[config.mk]
export PLATFORM = sky130hd
export DESIGN_NAME = name_column_sequencer
export DESIGN_NICKNAME = d
export VERILOG_FILES = /design/src/rtl/name_column_sequencer.sv
export SDC_FILE = /design/constraint.sdc
export NUM_CORES = 1
export LEC_CHECK = 0
export CORE_MARGIN = 2
export CORE_UTILIZATION = 35
export DETAILED_ROUTE_END_ITERATION = 12
export HOLD_SLACK_MARGIN = 0.05
export SYNTH_ARGS = -nofsm -noshare
export SYNTH_HDL_FRONTEND = slang
export SYNTH_SLANG_ARGS = --single-unit
[constraint.sdc]
create_clock -name clk -period 10.57 [get_ports clk]
set_input_delay 1.5855 -clock clk [delete_from_list [all_inputs] [get_ports clk]]
set_output_delay 1.5855 -clock clk [all_outputs]
set_load 0.005 [all_outputs]
[src/rtl/name_column_sequencer.sv]
// Column sequencer for a 6-row glyph display.
// A 16-slot message buffer is written while idle. On start, each character is
// shown as four glyph columns and one blank separator column. Each column is
// held for COL_CYCLES cycles, counting only cycles where col_ready is high.
module name_column_sequencer #(
  parameter int unsigned COL_CYCLES = 5
) (
  input  logic       clk,
  input  logic       rst_n,
  input  logic       wr_en,
  input  logic [3:0] wr_addr,
  input  logic [2:0] wr_char,
  input  logic [4:0] msg_len,
  input  logic       start,
  input  logic       loop_en,
  input  logic       col_ready,
  output logic [5:0] a,
  output logic       col_valid,
  output logic       busy,
  output logic       done
);

  typedef enum logic [1:0] {IDLE, SHOW, DONE} state_t;

  localparam logic [7:0] LAST = 8'(COL_CYCLES - 1);

  state_t     state, state_n;
  logic [2:0] mem [16];
  logic [4:0] len, len_n;
  logic [3:0] chr, chr_n;
  logic [2:0] col, col_n;
  logic [7:0] cnt, cnt_n;
  logic [5:0] a_n;

  // Glyph ROM: column 4 is the blank separator.
  function automatic logic [5:0] glyph_col(input logic [2:0] code, input logic [2:0] c);
    logic [5:0] v;
    v = '0;
    if (c != 3'd4) begin
      case ({code, c[1:0]})
        5'b000_00: v = 6'h3F;  5'b000_01: v = 6'h21;  5'b000_10: v = 6'h21;  5'b000_11: v = 6'h1E;
        5'b001_00: v = 6'h3F;  5'b001_01: v = 6'h09;  5'b001_10: v = 6'h09;  5'b001_11: v = 6'h3F;
        5'b010_00: v = 6'h37;  5'b010_01: v = 6'h25;  5'b010_10: v = 6'h25;  5'b010_11: v = 6'h3D;
        5'b011_00: v = 6'h3F;  5'b011_01: v = 6'h20;  5'b011_10: v = 6'h20;  5'b011_11: v = 6'h3F;
        5'b100_00: v = 6'h3F;  5'b100_01: v = 6'h04;  5'b100_10: v = 6'h0A;  5'b100_11: v = 6'h31;
        5'b101_00: v = 6'h3F;  5'b101_01: v = 6'h21;  5'b101_10: v = 6'h21;  5'b101_11: v = 6'h3F;
        default:   v = '0;
      endcase
    end
    return v;
  endfunction

  // Next state, position and the registered column value.
  // a is computed from the next position so it is valid on the first SHOW cycle.
  always_comb begin
    state_n = state;
    len_n   = len;
    chr_n   = chr;
    col_n   = col;
    cnt_n   = cnt;
    unique case (state)
      IDLE: begin
        if (start && (msg_len != 5'd0)) begin
          state_n = SHOW;
          len_n   = (msg_len > 5'd16) ? 5'd16 : msg_len;
          chr_n   = '0;
          col_n   = '0;
          cnt_n   = '0;
        end
      end
      SHOW: begin
        if (col_ready) begin
          if (cnt == LAST) begin
            cnt_n = '0;
            if (col == 3'd4) begin
              col_n = '0;
              if ({1'b0, chr} == (len - 5'd1)) begin
                chr_n = '0;
                if (!loop_en) state_n = DONE;
              end else begin
                chr_n = chr + 4'd1;
              end
            end else begin
              col_n = col + 3'd1;
            end
          end else begin
            cnt_n = cnt + 8'd1;
          end
        end
      end
      DONE:    state_n = IDLE;
      default: state_n = IDLE;
    endcase
    a_n = (state_n == SHOW) ? glyph_col(mem[chr_n], col_n) : '0;
  end

  // State, position and message buffer registers.
  always_ff @(posedge clk) begin
    if (!rst_n) begin
      state <= IDLE;
      len   <= '0;
      chr   <= '0;
      col   <= '0;
      cnt   <= '0;
      a     <= '0;
      for (int unsigned i = 0; i < 16; i++) mem[i] <= 3'd7;
    end else begin
      state <= state_n;
      len   <= len_n;
      chr   <= chr_n;
      col   <= col_n;
      cnt   <= cnt_n;
      a     <= a_n;
      if (wr_en && (state == IDLE)) mem[wr_addr] <= wr_char;
    end
  end

  // Status outputs decoded from the registered state.
  always_comb begin
    col_valid = (state == SHOW);
    busy      = (state == SHOW);
    done      = (state == DONE);
  end

endmodule
Word level (Yosys, flattened, before mapping)

Memories as Yosys holds them, arrays and structs flattened. A register that Yosys moved wholly into a read port is not among the register bits.
Index checks and enable logic that the tools add are counted.

Muxes and demuxes: 30
$add $sub $neg: 4
Reductions and logical operators: 10
Multiply operators: 0
Divide/modulo/power cells: 0
Shift operators: 0
$lt $le $gt $ge: 1
Bitwise gates (word level): 0
Eq/ne operators: 9

Operator list:

| cell                  | count |
|---|---|
| $mux W4               | 6 |
| $mux W8               | 3 |
| $pmux W8 S2           | 1 |
| $mux W3               | 5 |
| $mux W2               | 6 |
| $add A8 B1 Y8 const B | 1 |
| $eq A8 B3 Y1 const B  | 1 |
| $pmux W4 S2           | 1 |
| $pmux W3 S2           | 1 |
| $reduce_and A3 Y1     | 2 |
| $eq A4 B5 Y1          | 1 |
| $gt A5 B5 Y1 const B  | 1 |
| $mux W1               | 5 |
| $mux W5               | 1 |
| $reduce_bool A5 Y1    | 1 |
| $sub A5 B1 Y5 const B | 1 |
| $add A4 B1 Y4 const B | 1 |
| $eq A2 B1 Y1 const B  | 2 |
| $ne A2 B2 Y1 const B  | 2 |
| $pmux W2 S2           | 1 |
| $add A3 B1 Y3 const B | 1 |
| $eq A3 B3 Y1 const B  | 1 |
| $ne A3 B3 Y1 const B  | 1 |
| $reduce_or A3 Y1      | 1 |
| 6 further kinds       | 7 |

Memory bits (read-only): 192
Bits of input ports: 18
Memory bits (writable): 48
Output and inout bits: 9
Memories: 2
Bits in registers: 22
Latch bits: 0

Memories:

| memory          | depth | bits a word | rd ports | clocked after memory_dff | write ports | RTL line | RTL |
|---|---|---|---|---|---|---|---|
| (no name shown) | 32    | 6           | 1        | 1                        | 0           | 40       | `case ({code, c[1:0]})` |
| mem             | 16    | 3           | 1        | 0                        | 16          | 28       | `logic [2:0] mem [16];` |

Depth between registers and ports, before layout

Depth in word-level cells: 10
Gate-level depth with buffers: 17
Mapped depth without buffers: 12

Worst setup path before layout

OpenSTA, ideal clock, no wires.

Path type: input-to-reg
From: input port msg_len[0]
To: register a[2]
Arrival: 4352 ps
Stages on the path: 10
Setup slack: 6102 ps
Setup time: 116 ps
Buffers on the path: 0
Path through: or3_1 > o311ai_1 > a21oi_1 > a21o_1 > a221o_1 > a221o_1 > a32o_1 > or2_1 > a21o_1 > o211a_1

Cells in the longest elaborated chain, start to end: 7
Elaborated cells between the ends (all ways): 13
Those cells by class: eq/ne: 2; mux: 6; reduce/logical: 4; memory: 1

RTL lines:

| item                                                   | RTL line | RTL |
|---|---|---|
| start: declaration                                     | 13       | `input logic [4:0] msg_len,` |
| $reduce_bool A5 Y1 (*)                                 | 63       | `if (start && (msg_len != 5'd0)) begin` |
| $logic_and A1 B1 Y1 (*)                                | 63       |  |
| branches (longest 5 deep; another with $mem_v2 Z16 W3) | n/a      |  |
| end: declaration                                       | 17       | `output logic [5:0] a,` |

Mark *: on every way between the ends.
A chain may end at the register's enable or synchronous reset.

Final worst setup path

From: input port msg_len[0]
To: register a[3]

The elaborated chain is that of the path after synthesis.

==> summary.md <==
| Metric | Value |
|---|---|
| Status | finished, final reports clean |
| Final clock skew | about 0.0073 ns |
| Avg Cell Area, Syn | about 9.5 um^2 |
| Drt total wl | 11.6 mm |
| Largest family of logic cells by synthesized area | simple AND/OR/NAND/NOR gates |
| Post-synthesis mux area share | roughly 1.8% |
| Worst-Skew Late Latency | between 0.3 and 0.4 ns |
| Crit end category | register |
| Synth Flop Type | edfxtp_1 |
| Post-CTS resize count | 0 |
| Period utilization | around half |
| Setup TNS after final layout | 0 ns |
| CP max stage delay | roughly 0.84 ns |
| Required @ worst endpoint | 10.80 ns |
| Filler cell count | about 1300 |
| # rows | 41 |
| Post-synth EDFFs | 48 |
| Via density | 5.53 |
| Syn Nets | just over 500 |
| CTS H-tree lvls | 3 |
| CTS Buffer Depth | 2 |
| Die W | ~120 um |
| First-pass GRT wire length | about 19 mm |
| Die Ht | ~120 um |
| Hold Crit Class | reg2reg |
| Nets@finish | 519 |
| Async SR Flop Fraction | 0% |
| Total Power | ~650 uW |
| Synth Area in Adders | around 2.8% |
| Yosys warns | 0 |
| Synth Area in Compound Gates | approximately 18% |
| CTS tree | yes |
| Clock Pin Slew Worst Setup and Hold Paths | 0.06 ns |
| Critical Path Start | msg_len[0] |
| # DRC | 0 |
| Hpwl dp | 8.18 mm |
| Synth Instances | 475 |
| Worst-margin pin slew | ~1.0 ns |
| Max Freq | ~190 MHz |
| Register bit count reported by yosys | 76 |
| Total GRT Usage | approximately 17% |
| Vias | 3691 |
| PortBufs | 26 |
| Slew headroom | roughly a third |
| Number of global-route vias before repair | 3524 |
| PwrDens | 125 nW/um^2 |
| Largest net degree at the start of global routing | 33 |
| WP data arrival | around 5.6 ns |
| CP cell instances | clkdlybuf4s50_1 > or3_1 > o311ai_2 > buf_4 > and3_4 > a21o_1 > o2111ai_1 > and4_1 > nor4b_2 > nand2b_1 > o221ai_1 > o22ai_1 |
| Root Driver | clkbuf_16 |
| Cts bufs inserted | 9 |
| Total setup buffers inserted after CTS | 0 |
| Antenna diode count | 0 |
| Die Area | 13800 um^2 |
| Final hold vios | 0 |
| Gr ovfl total | 0 |
| Sequential-to-total area share from yosys stat | between 40% and 50% |
| Routed wire length per instance | roughly 17 um |
| Initial antenna violation count | 0 |
| Synth Cell Area | approximately 4500 um^2 |
| 1st-iter DRT viols | 312 |
| RSZ-0062 raised after global routing | no |
| MaxCap Viol Count | 0 |
| Reg-to-reg slack, setup | approximately 6.3 ns |
| Startpoint types | input pin |
| Final count of pins violating max slew | 0 |
| Hold path start | len[1] |
| Core ar. | ~13000 um^2 |
| Area delta synth->final | 15.0% |
| Yosys cell types | 69 |
| Post-Synth Simple-Gate Area | about a quarter |
| Peak supply drop | about 0.12 mV |
| Pre-antenna DRT Iters | 5 |
| Worst r2r src | cnt[3] |
| Lkg Pwr | about 1.7 nW |
| Minimum clock period | around 5.4 ns |
| Layout cells sized above 1 | between 10% and 20% |
| Initial Util | between 30 and 40% |
| Final Wtd Congestion | 0.844 |
| Final setup viols | 0 |
| Clock sink total | 76 |
| Slowest CP cell | nor4b_2 |
| Hold_buf cts | 0 |
| Top Ports | 27 |
| Setup Crit Path Kind | in2reg |
| Crit path max fanout | 22 |
| Xor and xnor fraction of the mapped netlist area | between 2 and 2.5% |
| ANT nets after route | 0 |
cells by family after synthesis:
kind of cell    count (synthesis)
simple gates                  213
compound gates                108
flops                          76
buf+inv                        48
xor+xnor                       12
fa+ha+maj                      10
mux                             8
stage by stage:
stage	util (%)	cell area (um^2)	hold slack (ns)	worst slack, ns	instances
2_1_floorplan	-	4520	0.454	6.10	475
3_3_place_gp	39.1	4930	0.473	5.02	652
3_5_place_dp	39.1	4930	0.486	4.88	652
4_1_cts	41.2	5200	0.499	5.27	668
5_1_grt	41.2	5200	0.529	4.86	668
6_report	41.2	5200	0.495	5.17	668
sequential cells by signal (all words and copies together) (netlist names):
| name | flops |
|---|---|
| state | 2 |
| chr | 4 |
| cnt | 8 |
| mem | 48 |
| len | 5 |
| a | 6 |
| col | 3 |
per-layer routing:
metal / global-route usage, % / part of all wire [%]
met1: 23.1 / 46
met2: 27.5 / 46
met3: 5.28 / 6.1
met4: 4.82 / 1.7
met5: 0 / 0
layout by cell type, fill, tap and decap left out, drive strengths merged, types with 4 or more instances in the layout:
cell           count
nand2             49
edfxtp            48
or2               32
dfxtp             28
clkdlybuf4s50     26
nand2b            24
inv               22
nand3             18
a21oi             17
nor2b             15
and2              14
nor2              13
o21ai             12
nor3              11
ha                10
or3                9
clkbuf             9
a31oi              8
and3               8
xor2               7
a2111oi            7
mux2i              6
a22oi              6
buf                6
a22o               5
xnor2              5
a211oi             5
a21boi             5
a21o               4
a221o              4
o2bb2ai            4
nand4              4
nor4               4
clkinv             4
power breakdown:
part           switching, mW  internal (mW)
combinational         0.0298         0.0186
sequential           0.00264          0.318
clock                  0.125          0.157
total                  0.158          0.494
worst max-delay path, delay by kind of cell:
family | cells | cell delay [ns]
simple gates | 5 | 1.97
compound gates | 5 | 1.28
buf+inv | 2 | 0.76
synthesized netlist by cell type (all sizes together) (5+ instances only):
master    n  share of area (%)
nand2    49                4.1
edfxtp   48                 32
or2      32                4.4
dfxtp    28                 12
nand2b   24                3.3
inv      21                1.7
clkbuf   19                1.6
nand3    18                2.0
a21oi    17                2.0
nor2b    15                2.1
and2     14                1.9
nor2     13                1.1
o21ai    12                1.3
nor3     11                1.3
ha       10                2.8
or3       9                1.2
a31oi     8                1.1
and3      8                1.2
buf       8                1.2
a2111oi   7                1.4
xor2      7                1.4
a22oi     6                1.0
mux2i     6                1.3
a211oi    5               0.83
a21boi    5               0.83
a22o      5               0.97
xnor2     5               0.97
worst paths after layout:
| check | cells after the start | endpoint |
|---|---|---|
| max | 12 | a[3] |
| min | 2 | len[1] |
| max reg2reg | 11 | a[3] |
| min reg2reg | 2 | len[1] |
final cells by class:
class | count | area [um^2] | share of cell area (%)
Multi-Input combinational cell | 351 | 2330 | 44.8
Sequential cell | 76 | 2000 | 38.5
Timing Repair Buffer | 32 | 305 | 5.88
Clock buffer | 9 | 225 | 4.33
Tap cell | 172 | 215 | 4.14
Inverter | 21 | 78.8 | 1.52
Clock inverter | 7 | 42.5 | 0.819
(Power assumes the default switching activity.)
